File: config.mk
export PLATFORM = sky130hd
export DESIGN_NAME = video_pattern_tx
export DESIGN_NICKNAME = d
export VERILOG_FILES = /design/src/rtl/video_pattern_tx.sv
export SDC_FILE = /design/constraint.sdc
export NUM_CORES = 1
export LEC_CHECK = 0
export ABC_AREA = 0
export BUFFER_PORTS_ARGS = -buffer_cell sky130_fd_sc_hd__buf_2
export CORE_UTILIZATION = 50
export DETAILED_ROUTE_END_ITERATION = 8
export GPL_ROUTABILITY_DRIVEN = 0
export HOLD_SLACK_MARGIN = 0.12
export PLACE_DENSITY = 0.71
export SETUP_SLACK_MARGIN = 0.15
export SYNTH_ARGS = -nofsm -noshare
export SYNTH_HDL_FRONTEND = slang
export SYNTH_SLANG_ARGS = --single-unit
File: constraint.sdc
create_clock -name clk_in -period 5.29 [get_ports clk_in]
set_input_delay 0.529 -clock clk_in [delete_from_list [all_inputs] [get_ports clk_in]]
set_output_delay 0.529 -clock clk_in [all_outputs]
set_load 0.01 [all_outputs]
File: src/rtl/video_pattern_tx.sv
// Video timing and test-pattern source; all outputs registered 1 cycle after the h/v counters, no backpressure (free-running at pixel rate).
// Optional colour-bar pattern is built only when VIDEO_PATTERN_TX_COLORBAR_EN is defined; otherwise pattern 2 is black.
module video_pattern_tx #(
  parameter int H_ACTIVE = 1920,
  parameter int H_FP     = 88,
  parameter int H_SYNC   = 44,
  parameter int H_BP     = 148,
  parameter int V_ACTIVE = 1080,
  parameter int V_FP     = 4,
  parameter int V_SYNC   = 5,
  parameter int V_BP     = 36,
  parameter bit HS_POL   = 1'b1,
  parameter bit VS_POL   = 1'b1
) (
  input  logic        clk_in,
  input  logic        rst_in,
  input  logic        enable,
  input  logic [1:0]  pattern_sel,
  output logic [23:0] vid_data,
  output logic        vid_hs,
  output logic        vid_vs,
  output logic        vid_de,
  output logic        frame_start,
  output logic [15:0] frame_cnt,
  output logic        busy
);

  localparam int H_TOTAL = H_ACTIVE + H_FP + H_SYNC + H_BP;
  localparam int V_TOTAL = V_ACTIVE + V_FP + V_SYNC + V_BP;
  // Ramp and checker read h_cnt[7:0] and v_cnt[3], so keep the counters at least that wide.
  localparam int HW = ($clog2(H_TOTAL) > 8) ? $clog2(H_TOTAL) : 8;
  localparam int VW = ($clog2(V_TOTAL) > 4) ? $clog2(V_TOTAL) : 4;

  localparam logic [HW-1:0] H_LAST    = HW'(H_TOTAL - 1);
  localparam logic [HW-1:0] H_DE_END  = HW'(H_ACTIVE);
  localparam logic [HW-1:0] H_HS_BEG  = HW'(H_ACTIVE + H_FP);
  localparam logic [HW-1:0] H_HS_END  = HW'(H_ACTIVE + H_FP + H_SYNC);
  localparam logic [VW-1:0] V_LAST    = VW'(V_TOTAL - 1);
  localparam logic [VW-1:0] V_DE_END  = VW'(V_ACTIVE);
  localparam logic [VW-1:0] V_VS_BEG  = VW'(V_ACTIVE + V_FP);
  localparam logic [VW-1:0] V_VS_END  = VW'(V_ACTIVE + V_FP + V_SYNC);

  typedef enum logic {IDLE, RUN} state_t;

  state_t        state, state_nxt;
  logic [HW-1:0] h_cnt, h_nxt;
  logic [VW-1:0] v_cnt, v_nxt;
  logic [1:0]    pat_q, pat_cur;
  logic [23:0]   pix;
  logic          run, first_px, last_px;
  logic          raw_de, raw_hs, raw_vs;

  assign run      = (state == RUN);
  assign first_px = run && (h_cnt == '0) && (v_cnt == '0);
  assign last_px  = run && (h_cnt == H_LAST) && (v_cnt == V_LAST);

  always_ff @(posedge clk_in) begin
    if (rst_in) begin
      state <= IDLE;
      h_cnt <= '0;
      v_cnt <= '0;
    end else begin
      state <= state_nxt;
      h_cnt <= h_nxt;
      v_cnt <= v_nxt;
    end
  end

  // Counters sit at (0,0) outside RUN so the first RUN cycle is always pixel (0,0).
  always_comb begin
    state_nxt = state;
    h_nxt     = '0;
    v_nxt     = '0;
    case (state)
      IDLE: begin
        if (enable) state_nxt = RUN;
      end
      RUN: begin
        if (last_px) begin
          if (!enable) state_nxt = IDLE;
        end else if (h_cnt == H_LAST) begin
          v_nxt = v_cnt + VW'(1);
        end else begin
          h_nxt = h_cnt + HW'(1);
          v_nxt = v_cnt;
        end
      end
      default: state_nxt = IDLE;
    endcase
  end

  assign raw_de = (h_cnt < H_DE_END) && (v_cnt < V_DE_END);
  assign raw_hs = (h_cnt >= H_HS_BEG) && (h_cnt < H_HS_END);
  assign raw_vs = (v_cnt >= V_VS_BEG) && (v_cnt < V_VS_END);

  // Pixel (0,0) must already use the newly sampled select, hence the bypass.
  assign pat_cur = first_px ? pattern_sel : pat_q;

`ifdef VIDEO_PATTERN_TX_COLORBAR_EN
  localparam int BAR_W = (H_ACTIVE / 8 > 0) ? H_ACTIVE / 8 : 1;
  localparam int PW    = ($clog2(BAR_W) > 0) ? $clog2(BAR_W) : 1;
  localparam logic [PW-1:0] BAR_LAST = PW'(BAR_W - 1);

  logic [PW-1:0] bar_px;
  logic [2:0]    bar_idx;
  logic [23:0]   bar_rgb;

  // Tracks the bar of h_nxt so it lines up with h_cnt on the following cycle.
  always_ff @(posedge clk_in) begin
    if (rst_in || (h_nxt == '0)) begin
      bar_px  <= '0;
      bar_idx <= '0;
    end else if (bar_px == BAR_LAST) begin
      bar_px <= '0;
      if (bar_idx != 3'd7) bar_idx <= bar_idx + 3'd1;
    end else begin
      bar_px <= bar_px + PW'(1);
    end
  end

  always_comb begin
    bar_rgb = 24'h000000;
    case (bar_idx)
      3'd0: bar_rgb = 24'hFFFFFF;
      3'd1: bar_rgb = 24'hFFFF00;
      3'd2: bar_rgb = 24'h00FFFF;
      3'd3: bar_rgb = 24'h00FF00;
      3'd4: bar_rgb = 24'hFF00FF;
      3'd5: bar_rgb = 24'hFF0000;
      3'd6: bar_rgb = 24'h0000FF;
      default: bar_rgb = 24'h000000;
    endcase
  end
`endif

  always_comb begin
    pix = 24'h000000;
    case (pat_cur)
      2'd0: pix = {3{h_cnt[7:0]}};
      2'd1: pix = (h_cnt[3] ^ v_cnt[3]) ? 24'hFFFFFF : 24'h000000;
`ifdef VIDEO_PATTERN_TX_COLORBAR_EN
      2'd2: pix = bar_rgb;
`else
      2'd2: pix = 24'h000000;
`endif
      default: pix = 24'hFFFFFF;
    endcase
  end

  always_ff @(posedge clk_in) begin
    if (rst_in) begin
      vid_data    <= 24'h000000;
      vid_de      <= 1'b0;
      vid_hs      <= ~HS_POL;
      vid_vs      <= ~VS_POL;
      frame_start <= 1'b0;
      frame_cnt   <= 16'h0000;
      busy        <= 1'b0;
      pat_q       <= 2'd0;
    end else begin
      busy        <= run;
      frame_start <= first_px;
      vid_de      <= run && raw_de;
      vid_data    <= (run && raw_de) ? pix : 24'h000000;
      vid_hs      <= (run && raw_hs) ? HS_POL : ~HS_POL;
      vid_vs      <= (run && raw_vs) ? VS_POL : ~VS_POL;
      if (first_px) pat_q <= pattern_sel;
      if (last_px) frame_cnt <= frame_cnt + 16'd1;
    end
  end

endmodule

==> summary.md <==
| Metric | Value |
|---|---|
| Crit-path cells | `or4_4, or4_4, o21ai_0, o21ai_0` |
| Routed len/inst | `13.7 µm` |
| Vias | `2,415` |
| Largest family of logic cells by synthesized area | `simple AND/OR/NAND/NOR gates` |
| Largest net degree at the start of global routing | `36` |
| H-tree levels | `2` |
| CP Data Arrival Time | `3150 ps` |
| Share of the synthesized area in the top cell type | `39.9%` |
| Initial antenna violation count | `0` |
| Highest Clock Rate | `332 MHz` |
| Status | `complete, no violations` |
| CTS tree | `yes` |
| Internal | `0.532 mW` |
| Dpl hpwl | `4.10 mm` |
| Die footprint | `5820 µm²` |
| Detailed Routing Iterations Pass 1 | `4` |
| Congestion Overflow GR | `0` |
| Lkg Pwr | `1.08 nW` |
| Worst hold path class | `input pin to register` |
| P&R area growth vs syn | `7.57%` |
| Compound-gate portion of the synthesized area | `16.0%` |
| Setup_tns | `0 ps` |
| Layout Skew | `9.17 ps` |
| FILL cells | `500` |
| Met2 usage | `32.3%` |
| Fraction of registers with async set/reset | `0%` |
| FP Rows | `26` |
| Area leader, netlist | `dfxtp_1` |
| Hold wc startpoint | `enable` |
| I/O Buffers | `49` |
| Cts-stage hold buffer count | `0` |
| Mean Syn Cell Area | `8.42 µm²` |
| Core Footprint | `5200 µm²` |
| Synth Register Bits | `55` |
| Share of layout cells above drive strength 1 | `17.4%` |
| Met3 Resource Use GR | `3.83%` |
| Ant diodes | `0` |
| Hold_ws | `468 ps` |
| Sw Pwr | `0.163 mW` |
| Clock tree sinks | `55` |
| Critical path peak fanout | `35` |
| Max clock buf depth | `2` |
| Slew of the pin with the lowest slew margin | `1170 ps` |
| Mapped cell area | `2760 µm²` |
| Synthesis Warnings | `0` |
| Req. time, crit path | `5430 ps` |
| Max-Cap Viols | `0` |
| Combinational power share | `7.1%` |
| Adder-cell share of the synthesized area | `2.27%` |
| Worst Setup SP | `h_cnt[5]$_SDFF_PP0_` |
| Clock power share | `31.7%` |
| Post-synth top cells | `dfxtp_1 (55), a21oi_1 (30), nor2_1 (22), nand2_1 (19)` |
| Post-CTS Setup Inserts | `0` |
| Fin nets | `359` |
| Xor/xnor share of the synthesized area | `4.13%` |
| Tcrit/Tclk final | `56.9%` |
| Count leader, synth | `dfxtp_1` |
| Startpoint types | `register` |
| Worst path bufs/invs | `0` |
| Routed WL | `5.75 mm` |
| Syn Inst Count | `328` |
| GRT busiest layer | `met2` |
| Reg power frac | `61.2%` |
| Number of remaining DRC errors | `0` |
| Num ports | `50` |
| Chip height | `76.3 µm` |
| Final Hold Viols | `0` |
| Worst-skew pair later-pin latency | `300 ps` |
| Distinct cells, synth | `41` |
| CP endpoint kind | `register` |
| Total CTS buffers | `5` |
| Global-route wire length before repair | `9.65 mm` |
| Initial core utilization | `53.0%` |
| Slew headroom | `21.5%` |
| Largest cells by area after synthesis | `dfxtp_1 (40%), a21oi_1 (5.4%), buf_4 (4.4%)` |
| Post-synthesis mux area share | `0.408%` |
| Met1 Usage GRT | `27.3%` |
| Tot GR Track Use | `19.8%` |
| Remaining antenna violation count | `0` |
| Pins Over Slew Limit | `0` |
| Vias in the first global route | `2,088` |
| CP top delay family | `simple AND/OR/NAND/NOR gates` |
| Post-synth top flop | `dfxtp_1` |
| Post-synthesis sequential area ratio | `39.9%` |
| Drt via density | `5.75` |
| Reg clk slew, reported paths | `90 ps` |
| Tmin final | `3010 ps` |
| PwrDens | `234 nW/µm²` |
| Simple-gate share of the synthesized area | `28.0%` |
| Slowest stage delay, CP | `970 ps` |
| CP Class | `register to register` |
| R2r startpoint | `h_cnt[5]$_SDFF_PP0_` |
| CTS resizes | `0` |
| Root buffer cell | `clkbuf_8` |
| Peak VDD IR | `0.134 mV` |
| Final Power | `0.695 mW` |
| Syn Nets | `338` |
| Setup violators final | `0` |
| RSZ-0062 raised after global routing | `false` |
| Die width | `76.3 µm` |
| Number of synthesized flops with an enable pin | `0` |
| Slowest CP cell | `o21ai_0` |
| Switching Share | `23.4%` |
| DR iter-0 viols | `159` |
[flip-flops by register name, indices dropped and copies added (netlist names)]
name / count
vid_data: 8
vid_vs: 1
frame_cnt: 16
frame_start: 1
vid_hs: 1
v_cnt: 11
busy: 1
pat_q: 2
run: 1
h_cnt: 12
vid_de: 1
[placed cells by master, fill, tap and decap left out, drive strengths merged, types with 2 or more instances in the layout]
master	instances
nor4	3
ha	5
or4b	2
clkbuf	7
and3	4
nor2	22
or4	18
nor4b	2
o22ai	3
and4	6
xor2	3
o31ai	13
or3	10
nand4	14
a21oi	30
dfxtp	55
nand2	19
inv	12
nor4bb	2
buf	50
nor3	9
a211oi	9
nand3	15
o21ai	13
nand2b	2
xnor2	10
a221oi	2
[kinds of logic after synthesis]
logic type / count (synthesis)
simple gates: 133
flops: 55
xor+xnor: 13
buf+inv: 48
compound gates: 73
mux: 1
fa+ha+maj: 5
[power groups by stage]
stage	Combinational [mW]	Clock, mW	Sequential [mW]
after floorplan	0.0369	0	0.436
after global placement	0.0491	0	0.434
after detailed placement	0.0491	0	0.435
after CTS	0.0492	0.226	0.425
after global routing	0.0542	0.242	0.426
final	0.0494	0.221	0.425
[cell type report]
cell class                 instances  area [µm²]  share of cell area, %
clock buffer                       7        76.3                   2.57
clock inverter                     1        5.00                  0.169
inverter                          12        45.0                   1.52
multi-input combinational        225        1400                   47.2
sequential                        55        1100                   37.1
tap                               70        87.6                   2.95
timing repair buffer              50         253                   8.51
[through the flow]
step	cells	util, %	cell area [µm²]	setup WS [ps]
floorplan	328	-	2760	2910
CTS	420	57.0	2970	2240
finish	420	57.0	2970	2280
global placement	412	55.5	2890	2270
detailed placement	412	55.5	2890	2260
global route	420	57.0	2970	1940
[layer usage]
metal  wire length [µm]  share of wire (%)
met3                242                4.2
met2               2610                 45
met1               2870                 50
met4                 31               0.54
met5                  0                  0
[path summary, 6_finish.rpt]
path                                      to  slack [ps]  cells past startpoint
hold / removal                run$_SDFF_PP0_         470                      3
hold reg to reg   frame_cnt[15]$_SDFFE_PP0P_         480                      2
setup reg to reg              run$_SDFF_PP0_        2280                      4
setup / recovery              run$_SDFF_PP0_        2280                      4
[worst reg2reg max path: stages, from the launching register on]
cell and delay, ps:
dfxtp_1 380, or4_4 590, or4_4 720, o21ai_0 980
o21ai_0 190
(Power assumes the default switching activity.)
